<file path="config.mk">
export PLATFORM = sky130hd
export DESIGN_NAME = uart_tx_packet_engine
export DESIGN_NICKNAME = d
export VERILOG_FILES = /design/src/rtl/uart_tx_packet_engine.sv
export SDC_FILE = /design/constraint.sdc
export NUM_CORES = 1
export LEC_CHECK = 0
export ABC_AREA = 0
export CAP_MARGIN = 10
export CORE_MARGIN = 8
export CORE_UTILIZATION = 28
export CTS_CLUSTER_SIZE = 14
export DETAILED_ROUTE_END_ITERATION = 10
export PLACE_DENSITY = 0.5
export SLEW_MARGIN = 20
export SYNTH_ARGS = -nofsm -noshare
export SYNTH_HDL_FRONTEND = slang
export SYNTH_SLANG_ARGS = --single-unit
</file>
<file path="constraint.sdc">
create_clock -name system_clock -period 3.1 [get_ports system_clock]
set_input_delay 0.62 -clock system_clock [delete_from_list [all_inputs] [get_ports system_clock]]
set_output_delay 0.62 -clock system_clock [all_outputs]
set_load 0.1 [all_outputs]
</file>
<file path="src/rtl/uart_tx_packet_engine.sv">
// FIFO-buffered UART transmitter that sends packets of num_bytes frames on tx.
// Data width, parity and stop bits are parameters; the inter-frame gap is latched per packet.

module uart_tx_packet_engine #(
  parameter int         DATA_BITS  = 8,
  parameter int         FIFO_DEPTH = 16,
  parameter int         NUM_W      = 15,
  parameter int         CNT_W      = 17,
  parameter int         GAP_W      = 2,
  parameter int         PARITY_EN  = 0,
  parameter int         PARITY_ODD = 0,
  parameter int         STOP_BITS  = 1,
  parameter logic [7:0] LF_CHAR    = 8'h0A
) (
  input  logic                        system_clock,
  input  logic                        rst_n,
  input  logic                        clock_enable,
  input  logic                        s_valid,
  input  logic [DATA_BITS-1:0]        s_data,
  output logic                        s_ready,
  input  logic                        start,
  input  logic [NUM_W-1:0]            num_bytes,
  input  logic [GAP_W-1:0]            delay,
  output logic                        tx,
  output logic                        busy,
  output logic                        done,
  output logic [CNT_W-1:0]            data_counter,
  output logic [7:0]                  line_counter,
  output logic [$clog2(FIFO_DEPTH):0] fifo_level
);

  localparam int AW    = $clog2(FIFO_DEPTH);
  localparam int LVL_W = AW + 1;
  localparam int CMP_W = (DATA_BITS < 8) ? DATA_BITS : 8;
  localparam logic [LVL_W-1:0] DEPTH_LVL = LVL_W'(FIFO_DEPTH);
  localparam logic [3:0]       LAST_BIT  = 4'(DATA_BITS - 1);
  localparam logic             LAST_STOP = (STOP_BITS == 2);
  localparam logic             ODD       = (PARITY_ODD != 0);
  localparam logic             PAR_ON    = (PARITY_EN != 0);
  localparam logic [CMP_W-1:0] LF_CMP    = LF_CHAR[CMP_W-1:0];

  typedef enum logic [2:0] {
    S_IDLE,
    S_LOAD,
    S_START,
    S_DATA,
    S_PARITY,
    S_STOP,
    S_GAP
  } state_t;

  logic [DATA_BITS-1:0] mem_q [FIFO_DEPTH];
  logic [AW-1:0]        wr_ptr_q, wr_ptr_d;
  logic [AW-1:0]        rd_ptr_q, rd_ptr_d;
  logic [LVL_W-1:0]     level_q, level_d;
  logic                 push;
  logic                 pop;
  logic [DATA_BITS-1:0] rd_word;

  state_t               state_q, state_d;
  logic                 tx_q, tx_d;
  logic                 busy_q, busy_d;
  logic                 done_q, done_d;
  logic [DATA_BITS-1:0] word_q, word_d;
  logic [DATA_BITS-1:0] shift_q, shift_d;
  logic [3:0]           bit_cnt_q, bit_cnt_d;
  logic                 stop_cnt_q, stop_cnt_d;
  logic [GAP_W-1:0]     gap_cnt_q, gap_cnt_d;
  logic [GAP_W-1:0]     delay_q, delay_d;
  logic [NUM_W-1:0]     remaining_q, remaining_d;
  logic [CNT_W-1:0]     data_cnt_q, data_cnt_d;
  logic [7:0]           line_cnt_q, line_cnt_d;
  logic                 do_load;
  logic                 parity_bit;
  logic                 word_is_lf;

  assign s_ready    = (level_q < DEPTH_LVL);
  assign push       = s_valid && s_ready;
  assign rd_word    = mem_q[rd_ptr_q];
  assign parity_bit = (^word_q) ^ ODD;
  assign word_is_lf = (word_q[CMP_W-1:0] == LF_CMP);

  always_comb begin
    wr_ptr_d = wr_ptr_q;
    rd_ptr_d = rd_ptr_q;
    level_d  = level_q;
    if (push) wr_ptr_d = wr_ptr_q + 1'b1;
    if (pop)  rd_ptr_d = rd_ptr_q + 1'b1;
    if (push && !pop)      level_d = level_q + 1'b1;
    else if (!push && pop) level_d = level_q - 1'b1;
  end

  // Storage is not reset; the pointers and level define which entries are valid.
  always_ff @(posedge system_clock) begin
    if (push) mem_q[wr_ptr_q] <= s_data;
  end

  always_comb begin
    state_d     = state_q;
    tx_d        = tx_q;
    busy_d      = busy_q;
    done_d      = 1'b0;
    word_d      = word_q;
    shift_d     = shift_q;
    bit_cnt_d   = bit_cnt_q;
    stop_cnt_d  = stop_cnt_q;
    gap_cnt_d   = gap_cnt_q;
    delay_d     = delay_q;
    remaining_d = remaining_q;
    data_cnt_d  = data_cnt_q;
    line_cnt_d  = line_cnt_q;
    do_load     = 1'b0;
    pop         = 1'b0;

    case (state_q)
      S_IDLE: begin
        if (start) begin
          if (num_bytes == '0) begin
            done_d = 1'b1;
          end else begin
            state_d     = S_LOAD;
            busy_d      = 1'b1;
            remaining_d = num_bytes;
            delay_d     = delay;
          end
        end
      end
      S_LOAD: begin
        if (clock_enable) do_load = 1'b1;
      end
      S_START: begin
        if (clock_enable) begin
          tx_d      = shift_q[0];
          shift_d   = shift_q >> 1;
          bit_cnt_d = '0;
          state_d   = S_DATA;
        end
      end
      S_DATA: begin
        if (clock_enable) begin
          if (bit_cnt_q == LAST_BIT) begin
            stop_cnt_d = 1'b0;
            if (PAR_ON) begin
              tx_d    = parity_bit;
              state_d = S_PARITY;
            end else begin
              tx_d    = 1'b1;
              state_d = S_STOP;
            end
          end else begin
            tx_d      = shift_q[0];
            shift_d   = shift_q >> 1;
            bit_cnt_d = bit_cnt_q + 1'b1;
          end
        end
      end
      S_PARITY: begin
        if (clock_enable) begin
          tx_d       = 1'b1;
          stop_cnt_d = 1'b0;
          state_d    = S_STOP;
        end
      end
      S_STOP: begin
        if (clock_enable) begin
          if (stop_cnt_q == LAST_STOP) begin
            data_cnt_d  = data_cnt_q + 1'b1;
            if (word_is_lf) line_cnt_d = line_cnt_q + 1'b1;
            remaining_d = remaining_q - 1'b1;
            if (remaining_q == NUM_W'(1)) begin
              tx_d    = 1'b1;
              busy_d  = 1'b0;
              done_d  = 1'b1;
              state_d = S_IDLE;
            end else if (delay_q != '0) begin
              tx_d      = 1'b1;
              gap_cnt_d = '0;
              state_d   = S_GAP;
            end else begin
              do_load = 1'b1;
            end
          end else begin
            stop_cnt_d = 1'b1;
          end
        end
      end
      S_GAP: begin
        if (clock_enable) begin
          if (gap_cnt_q == delay_q - GAP_W'(1)) do_load = 1'b1;
          else gap_cnt_d = gap_cnt_q + 1'b1;
        end
      end
      default: begin
        state_d = S_IDLE;
        tx_d    = 1'b1;
        busy_d  = 1'b0;
      end
    endcase

    // Shared by LOAD, a back-to-back STOP and the end of GAP: the start bit goes out on this edge.
    if (do_load) begin
      if (level_q != '0) begin
        pop     = 1'b1;
        word_d  = rd_word;
        shift_d = rd_word;
        tx_d    = 1'b0;
        state_d = S_START;
      end else begin
        tx_d    = 1'b1;
        state_d = S_LOAD;
      end
    end
  end

  always_ff @(posedge system_clock or negedge rst_n) begin
    if (!rst_n) begin
      wr_ptr_q    <= '0;
      rd_ptr_q    <= '0;
      level_q     <= '0;
      state_q     <= S_IDLE;
      tx_q        <= 1'b1;
      busy_q      <= 1'b0;
      done_q      <= 1'b0;
      word_q      <= '0;
      shift_q     <= '0;
      bit_cnt_q   <= '0;
      stop_cnt_q  <= 1'b0;
      gap_cnt_q   <= '0;
      delay_q     <= '0;
      remaining_q <= '0;
      data_cnt_q  <= '0;
      line_cnt_q  <= '0;
    end else begin
      wr_ptr_q    <= wr_ptr_d;
      rd_ptr_q    <= rd_ptr_d;
      level_q     <= level_d;
      state_q     <= state_d;
      tx_q        <= tx_d;
      busy_q      <= busy_d;
      done_q      <= done_d;
      word_q      <= word_d;
      shift_q     <= shift_d;
      bit_cnt_q   <= bit_cnt_d;
      stop_cnt_q  <= stop_cnt_d;
      gap_cnt_q   <= gap_cnt_d;
      delay_q     <= delay_d;
      remaining_q <= remaining_d;
      data_cnt_q  <= data_cnt_d;
      line_cnt_q  <= line_cnt_d;
    end
  end

  assign tx           = tx_q;
  assign busy         = busy_q;
  assign done         = done_q;
  assign data_counter = data_cnt_q;
  assign line_counter = line_cnt_q;
  assign fifo_level   = level_q;

endmodule
</file>
==> flow_summary_export.csv, run 1 <==
group,metric,value,unit
layout,nets,802,
clock_network,cts_resized,0,
routing,antenna_left,0,
layout,drive_gt1_frac,0.202,
worst_setup_path,crit_type,"reg -> reg",
global_route,grt_max_degree,58,
synthesis,ys_ff_latch,211,
global_route,grt_pass1_vias,5977,
synthesis,synth.avg_cell_area,14.1,µm²
worst_setup_path,startpoint,"remaining_q[1]",
die,die_w,200,µm
timing,tns,0,ps
clock_network,htreeDepth,1,
pwr,vdd_drop_max,520,µV
synthesis,synthTopCellsByArea,"edfxtp_1, dfrtp_1, mux4_2",
worst_setup_path,cp-start-kind,"flip-flop",
worst_setup_path,reg2reg_from,"remaining_q[1]",
global_route,grtUsageTotal,0.105,
clock_network,cts_num_sinks,211,
routing,vias_per_cell,4.77,
worst_setup_path,cp.arrival,3260,ps
synthesis,yosys.area.top_type,"edfxtp_1",
pwr,leakagePower,4.38,nW
run,drv_cap,0,
clock_network,hold_buffers,0,
hold_path,hold_path_class,"in -> async",
layout,seqCellArea,0.00592,mm²
timing,finClkSkew,7.32,ps
place,place_congestion,0.731,
run_status,status,"completed",
die,initial_core_util,0.284,
global_route,grt_remaining_overflow,0,
synthesis,syn_inst,673,
synthesis,syn_nets,719,
pwr,power_density,923,mW/mm²
clock_network,cts.clk_slew.worst_paths,60,ps
synthesis,synth-edff-count,128,
timing,period_needed,2860,ps
die,ios,64,
layout,area_growth,20.9,%
clock_network,post_cts_buffers,0,
timing,finalHoldViolCount,0,
synthesis,synth.cell_area,0.00949,mm²
clock_network,insertion_delay,510,ps
worst_setup_path,crit_path_end_kind,"flip-flop",
worst_setup_path,cp_slowest_cell,"dfrtp_1",
timing,rsz0062_at_grt,"false",
timing,slew_headroom,0.596,
synthesis,synth-seq-area-share,0.624,
routing,wl,21400,µm
layout,antennaDiodeCount,0,
worst_setup_path,critPathBufInv,2,
place,postPlaceCellArea,0.0107,mm²
layout,fillers,3217,
timing,setup_viol,0,
synthesis,yosys_warnings,0,
synthesis,synthFlopType,"edfxtp_1",
routing,wl_per_cell,17.5,µm
synthesis,synthArstFlopShare,0.393,
synthesis,ys_types,66,
clock_network,cts_buffers,24,
routing,drcViolationCount,0,
die,core_area,0.0334,mm²
worst_setup_path,path_delay_family,"compound AO/OA/AOI/OAI gates",
timing,fin_crit_sh,0.923,
timing,fmax,0.349,GHz
die,dieArea,0.0401,mm²
die,die_y,200,µm
routing,drtPass1Iterations,5,
place,post-dp-hpwl,14600,µm
global_route,antenna_found_initial,1,
routing,vias,5831,
timing,worst_pin_slew,605,ps
routing,first_iter_violations,417,
timing,slew_viol_final,0,
worst_setup_path,cp_cell_sequence,"inv_2 -> ha_1 -> nor4b_4 -> nand4_2 -> a221o_1 -> nand3_4 -> ha_4 -> inv_2 -> fa_2 -> a21o_1 -> a21oi_1 -> xnor2_1 -> nor2_1 -> xnor2_1",
worst_setup_path,required,3500,ps
place,portBuffers,63,
layout,multiInputGateArea,0.00333,mm²
clock_network,cts_tree,"done",
layout,design_area,0.0115,mm²
clock_network,cts-root-buf,"clkbuf_16",
worst_setup_path,crit_path_max_incr_delay,390,ps
worst_setup_path,critical_path.max_fanout,4,
clock_network,cts_buffer_depth,3,
die,rows,67,
synthesis,synth_top_area_share,0.405,
global_route,grt_pass1_wl,34500,µm
[synth_stat cells (all sizes together), types with 5 or more instances]
| library cell | instances |
|---|---|
| o21a | 5 |
| mux2i | 26 |
| and3 | 8 |
| dfrtp | 82 |
| buf | 17 |
| nor3 | 9 |
| a21oi | 26 |
| nor4 | 11 |
| ha | 15 |
| o21ai | 31 |
| a22oi | 5 |
| a31oi | 14 |
| edfxtp | 128 |
| xnor2 | 23 |
| and2 | 21 |
| a221oi | 13 |
| nand3 | 12 |
| clkbuf | 17 |
| o22ai | 6 |
| xor2 | 13 |
| mux2 | 14 |
| nand4 | 12 |
| mux4 | 27 |
| nor2b | 5 |
| nor2 | 27 |
| inv | 19 |
| nand2 | 36 |
[path summary, 6_finish.rpt]
check / to / slack, ps / depth (start not counted)
worst max register to register: fifo_level[4] / 240 / 14
worst max-delay path: fifo_level[4] / 240 / 14
min in group system_clock: line_counter[7] / 480 / 1
max in group asynchronous: tx / 2400 / 2
worst min register to register: line_counter[7] / 480 / 1
worst min-delay path: remaining_q[13] / 30 / 1
[worst reg2reg max path, cell delays in order (launching register included)]
cell and delay (ps):
dfrtp_1 390, inv_2 80, ha_1 160, nor4b_4 250, nand4_2 140, a221o_1 390
nand3_4 120, ha_4 150, inv_2 60, fa_2 350, a21o_1 170, a21oi_1 170
xnor2_1 140, nor2_1 70, xnor2_1 120
[layout by cell type, fill, tap and decap left out, types with 6 or more instances in the layout]
cell               n
a21oi_1           26
a221oi_1          13
a31oi_1           13
and2_1            20
and3_1             8
buf_4             61
clkbuf_1           6
clkbuf_16         24
clkdlybuf4s50_1   28
clkinv_2           7
dfrtp_1           81
edfxtp_1         128
ha_1              14
inv_1             17
mux2_2            14
mux2i_1           26
mux4_2            27
nand2_1           36
nand3_1           11
nand4_1           11
nor2_1            27
nor3_1             9
nor4_1             9
o21ai_0           31
o22ai_1            6
xnor2_1           23
xor2_1            13
[final cells by class]
| type | count | area share |
|---|---|---|
| clock buffers | 33 | 0.0579 |
| clock inverters | 11 | 0.0123 |
| inverters | 20 | 0.00654 |
| multi-input cells | 408 | 0.290 |
| flip-flops and latches | 211 | 0.516 |
| well taps | 448 | 0.0488 |
| repair buffers | 91 | 0.0678 |
[registers in the layout (all words and copies together) (netlist names)]
signal        flops
wr_ptr_q          4
shift_q           8
data_counter     17
busy              1
gap_cnt_q         2
done              1
line_counter      8
tx                1
remaining_q      15
rd_ptr_q          4
state_q           3
bit_cnt_q         4
fifo_level        5
delay_q           2
mem_q           128
word_q            8
[kinds of logic after synthesis]
logic type               Yosys count  synth area share
XOR/XNOR                          36            0.0332
multiplexers                      67             0.108
adder cells (fa/ha/maj)           17            0.0229
AND/OR/NAND/NOR                  160            0.0955
flip-flops                       211             0.624
AO/OA/AOI/OAI                    128            0.0888
buffers and inverters             54            0.0277
[stage by stage]
stage / setup slack, ps / hold WS (ps) / total power [mW] / cells / util
final: 238 / 34.2 / 10.6 / 1222 / 0.343
after global routing: 52.8 / 42.0 / 11.2 / 1222 / 0.343
after global placement: 195 / 461 / 7.76 / 1178 / 0.319
after detailed placement: 149 / 469 / 7.78 / 1178 / 0.319
after CTS: 129 / 26.8 / 10.7 / 1222 / 0.343
after floorplan: 2.83 / 324 / 6.75 / 673 / -
[per-layer routing]
layer	wire (µm)	up-vias	global-route usage	part of all wire
met5	0	-	0	0
met1	10100	2930	0.144	0.47
met2	10000	116	0.170	0.47
li1	-	2752	-	-
met4	397	0	0.0236	0.019
met3	889	33	0.0208	0.041
[where the power goes]
part           switching [mW]  internal, mW
sequential              0.437          3.48
combinational            2.24          1.55
clock                    1.14          1.75
total                    3.81          6.78
No activity file was read; power rests on OpenSTA's default activity.
==> run 2, diff against run 1 <==
- CORE_UTILIZATION: 28 -> 36
- PLACE_DENSITY: 0.5 -> 0.6
==> flow_summary_export.csv, run 2 (same netlist as run 1, synthesis figures left out) <==
group,metric,value,unit
run_status,status,"completed",
layout,layout_common_cells,"edfxtp_1, dfrtp_1, buf_4, nand2_1, o21ai_0",
timing,finClkSkew,14.4,ps
timing,fmax,0.345,GHz
worst_setup_path,crit_path_end_kind,"flip-flop",
die,die_y,178,µm
place,portBuffers,63,
run,drv_cap,0,
die,core_area,0.0260,mm²
die,initial_core_util,0.365,
layout,area_growth,17.8,%
global_route,grt_max_degree,54,
global_route,use_met1,0.164,
worst_setup_path,cp.arrival,3280,ps
pwr,leakagePower,4.29,nW
timing,slew_headroom,0.522,
pwr,power_density,910,mW/mm²
layout,top_register,"mem_q",
routing,wl_per_cell,17.9,µm
worst_setup_path,cp_slowest_cell,"dfrtp_1",
worst_setup_path,critPathBufInv,2,
worst_setup_path,cp-start-kind,"flip-flop",
global_route,grt.met3_usage,0.0229,
layout,drive_gt1_frac,0.191,
clock_network,hold_buffers,0,
worst_setup_path,cp.depth,14,
worst_setup_path,path_delay_family,"compound AO/OA/AOI/OAI gates",
layout,nets,797,
worst_setup_path,crit_path_max_incr_delay,400,ps
clock_network,insertion_delay,510,ps
worst_setup_path,r2r_cells,14,
routing,first_iter_violations,329,
clock_network,cts_buffers,23,
worst_setup_path,cpMostUsedCell,"xnor2_1",
clock_network,cts_tree,"done",
routing,drcViolationCount,0,
timing,setup_viol,0,
global_route,busiest_layer,"met2",
worst_setup_path,r2r_end,"fifo_level[4]",
timing,rsz0062_at_grt,"false",
layout,largest_reg_flops,128,
die,ios,64,
global_route,grt_remaining_overflow,0,
timing,finalHoldViolCount,0,
die,rows,59,
pwr,vdd_drop_max,690,µV
clock_network,cts_num_sinks,211,
timing,holdWs,53.0,ps
worst_setup_path,r2r_slack,200,ps
clock_network,cts_buffer_depth,3,
routing,antenna_left,0,
timing,slew_viol_final,0,
worst_setup_path,required,3480,ps
clock_network,post_cts_buffers,0,
global_route,grtUsageTotal,0.124,
timing,period_needed,2900,ps
worst_setup_path,reg2reg_from,"remaining_q[1]",
global_route,grt_pass1_wl,31600,µm
routing,wl,19800,µm
hold_path,hold_path_class,"in -> async",
layout,antennaDiodeCount,0,
place,post-dp-hpwl,13700,µm
layout,final_common_cell,"edfxtp_1",
timing,worst_pin_slew,711,ps
place,place_congestion,0.816,
global_route,grt_util_met2,0.209,
global_route,antenna_found_initial,0,
worst_setup_path,critical_path.max_fanout,4,
die,dieArea,0.0318,mm²
routing,drtPass1Iterations,5,
worst_setup_path,crit_type,"reg -> reg",
timing,tns,0,ps
clock_network,htreeDepth,1,
clock_network,cts.clk_slew.worst_paths,60,ps
timing,fin_crit_sh,0.936,
die,die_w,178,µm
clock_network,cts-root-buf,"clkbuf_16",
routing,vias,5701,
worst_setup_path,cp_cell_sequence,"inv_2 -> ha_1 -> nor4b_4 -> nand4_2 -> a221o_1 -> nand3_4 -> ha_2 -> inv_1 -> fa_2 -> a21o_1 -> a21oi_2 -> xnor2_1 -> nor2_1 -> xnor2_1",
global_route,grt_pass1_vias,5636,
routing,vias_per_cell,5.17,
-- run 2: how the worst max path moves through the flow --
stage                              start             to  slack (ps)
after floorplan           remaining_q[1]  fifo_level[4]           3
after global placement    remaining_q[1]  fifo_level[4]         220
after detailed placement  remaining_q[1]  fifo_level[4]         130
after CTS                 remaining_q[1]  fifo_level[4]         120
after global routing      remaining_q[1]  fifo_level[4]          30
final                     remaining_q[1]  fifo_level[4]         200
-- run 2: what timing repair did --
| item | in CTS | in global routing |
|---|---|---|
| setup endpoints to repair | 0 | 1 |
| hold endpoints to repair | 0 | 0 |
| gates resized for setup | 0 | 3 |
-- run 2: cell type report --
| cell class | instances | area (µm²) |
|---|---|---|
| fillers | 2353 | 14800 |
| multi-input cells | 408 | 3330 |
| inverters | 20 | 75.1 |
| flip-flops and latches | 211 | 5920 |
| clock inverters | 7 | 43.8 |
| clock buffers | 35 | 661 |
| repair buffers | 87 | 736 |
| well taps | 335 | 419 |
-- run 2: stage by stage --
step	worst slack [ps]	power [mW]	cells	cell area (µm²)	utilization
2_1_floorplan	2.83	6.75	673	9510	-
6_report	198	10.2	1103	11200	0.430
4_1_cts	121	10.3	1103	11200	0.430
3_5_place_dp	133	7.72	1061	10500	0.403
5_1_grt	28.7	10.8	1103	11200	0.430
3_3_place_gp	219	7.68	1061	10500	0.403
-- run 2: metal layers --
layer  share of wire  vias to the layer above
li1                -                     2737
met4           0.019                        0
met5               0                        -
met3           0.057                       30
met2            0.48                      129
met1            0.44                     2805
-- run 2: power by group --
group	switching, mW	internal, mW
combinational	2.13	1.53
clock	1.06	1.47
sequential	0.498	3.48
==> run 3, diff against run 2 <==
- GPL_TIMING_DRIVEN: unset -> 0
==> flow_summary_export.csv, run 3 (same netlist as run 1, synthesis figures left out) <==
group,metric,value,unit
layout,nets,819,
layout,area_growth,20.5,%
place,pre_cts_slack,-411,ps
routing,first_iter_violations,419,
clock_network,htreeDepth,1,
routing,antenna_left,0,
run_status,status,"completed",
routing,drtPass1Iterations,5,
layout,largest_reg_flops,128,
die,initial_core_util,0.365,
clock_network,cts_tree,"done",
timing,fin_crit_sh,0.948,
worst_setup_path,cpMostUsedCell,"xnor2_1",
routing,drcViolationCount,0,
die,dieArea,0.0318,mm²
layout,final_common_cell,"edfxtp_1",
routing,met2_length,9790,µm
timing,period_needed,2940,ps
worst_setup_path,path_delay_family,"compound AO/OA/AOI/OAI gates",
pwr,vdd_drop_max,649,µV
timing,slew_viol_final,0,
timing,setup_ws,161,ps
run,drv_cap,0,
layout,antennaDiodeCount,0,
worst_setup_path,crit_path_end_kind,"flip-flop",
timing,finalHoldViolCount,0,
clock_network,insertion_delay,510,ps
global_route,grtUsageTotal,0.133,
hold_path,hold_path_class,"in -> async",
die,rows,59,
global_route,grt_pass1_wl,33700,µm
worst_setup_path,cp_slowest_cell,"dfrtp_2",
die,core_area,0.0260,mm²
place,dp.cells,1072,
global_route,grt_max_degree,48,
layout,layout_common_cells,"edfxtp_1, dfrtp_1, clkdlybuf4s50_1, nand2_1, o21ai_0",
worst_setup_path,required,3490,ps
place,portBuffers,63,
clock_network,cts_buffers,23,
global_route,antenna_found_initial,0,
pwr,power_density,924,mW/mm²
die,die_y,178,µm
routing,wl_per_cell,18.5,µm
timing,fmax,0.340,GHz
global_route,grt_remaining_overflow,0,
place,place_congestion,0.846,
clock_network,hold_buffers,0,
clock_network,cts_buffer_depth,3,
routing,vias,5894,
layout,fillers,2351,
worst_setup_path,cp-start-kind,"flip-flop",
layout,top_register,"mem_q",
timing,worst_pin_slew,983,ps
worst_setup_path,cp.arrival,3330,ps
pwr,leakagePower,4.30,nW
timing,slew_headroom,0.343,
timing,tns,0,ps
worst_setup_path,crit_path_max_incr_delay,440,ps
timing,finClkSkew,9.45,ps
routing,dr.max_layer_used,"met4",
timing,setup_viol,0,
routing,vias_per_cell,5.24,
clock_network,cts_num_sinks,211,
worst_setup_path,r2r_slack,160,ps
worst_setup_path,critPathBufInv,3,
die,die_w,178,µm
clock_network,cts-root-buf,"clkbuf_16",
routing,wirelength_met1,9280,µm
routing,wl,20800,µm
place,post-dp-hpwl,14100,µm
place,postPlaceCellArea,0.0106,mm²
layout,instances_no_fill,1125,
worst_setup_path,crit_type,"reg -> reg",
die,ios,64,
layout,drive_gt1_frac,0.159,
global_route,grt_pass1_vias,6146,
routing,route.met3.wl,1250,µm
layout,design_area,0.0114,mm²
worst_setup_path,cp_cell_sequence,"and3b_1 -> buf_2 -> and2_4 -> a221o_1 -> nand3_4 -> buf_12 -> ha_4 -> inv_4 -> fa_2 -> a21o_1 -> a21oi_2 -> xnor2_1 -> nor2_1 -> xnor2_1",
worst_setup_path,critical_path.max_fanout,7,
clock_network,cts.clk_slew.worst_paths,60,ps
## run 3: changes by cell type in the layout (fill, tap and decap cells not counted), moves of 3 or more
cell             before  now
clkdlybuf4s50_1      28   62
clkbuf_1              8   20
clkbuf_8              4    0
buf_2                 0    8
bufinv_16             0    3
buf_4                58   16
dfrtp_1              81   76
dfrtp_2               1    6
buf_6                 0    3
## run 3: layout make-up
cell class | count | area [µm²] | share of cell area
sequential | 211 | 5930 | 0.518
tap | 335 | 419 | 0.0366
inverter | 20 | 77.6 | 0.00678
multi-input combinational | 408 | 3340 | 0.292
buffer | 32 | 173 | 0.0151
clock buffer | 27 | 591 | 0.0516
timing repair buffer | 77 | 757 | 0.0661
clock inverter | 15 | 158 | 0.0138
## run 3: where the power goes
group / leakage [nW] / total (mW) / switching (mW) / internal, mW
Combinational: 1.76 / 3.93 / 2.29 / 1.63
Clock: 0.360 / 2.72 / 1.11 / 1.62
Sequential: 2.18 / 3.92 / 0.432 / 3.49
Total: 4.30 / 10.6 / 3.83 / 6.74
## run 3: per-layer routing
metal	vias up	track usage
li1	2784	-
met1	2931	0.176
met2	143	0.217
met3	36	0.0262
met4	0	0.0403
met5	-	0
## run 3: path summary, 6_finish.rpt
path	cells past startpoint	startpoint	end
min in group system_clock	1	data_counter[16]	data_counter[16]
worst max-delay path	14	state_q[0]	fifo_level[4]
worst max register to register	14	state_q[0]	fifo_level[4]
max in group asynchronous	2	rst_n	tx
worst min register to register	1	data_counter[16]	data_counter[16]
worst min-delay path	1	rst_n	remaining_q[6]
## run 3: repair_timing
item / 4_1_cts / 5_1_grt
setup endpoints to repair: 2 / 2
gates resized for setup: 4 / 9
endpoints found under the hold margin: 0 / 0
buffers inserted: 7 / 6
pin swaps: 3 / 10
## run 3: stage by stage
step | power (mW) | util | hold WS, ps
2_1_floorplan | 6.75 | - | 324
3_3_place_gp | 7.76 | 0.406 | 455
3_5_place_dp | 7.80 | 0.407 | 456
4_1_cts | 10.6 | 0.438 | 20.5
5_1_grt | 11.2 | 0.440 | 28.3
6_report | 10.6 | 0.440 | 15.9
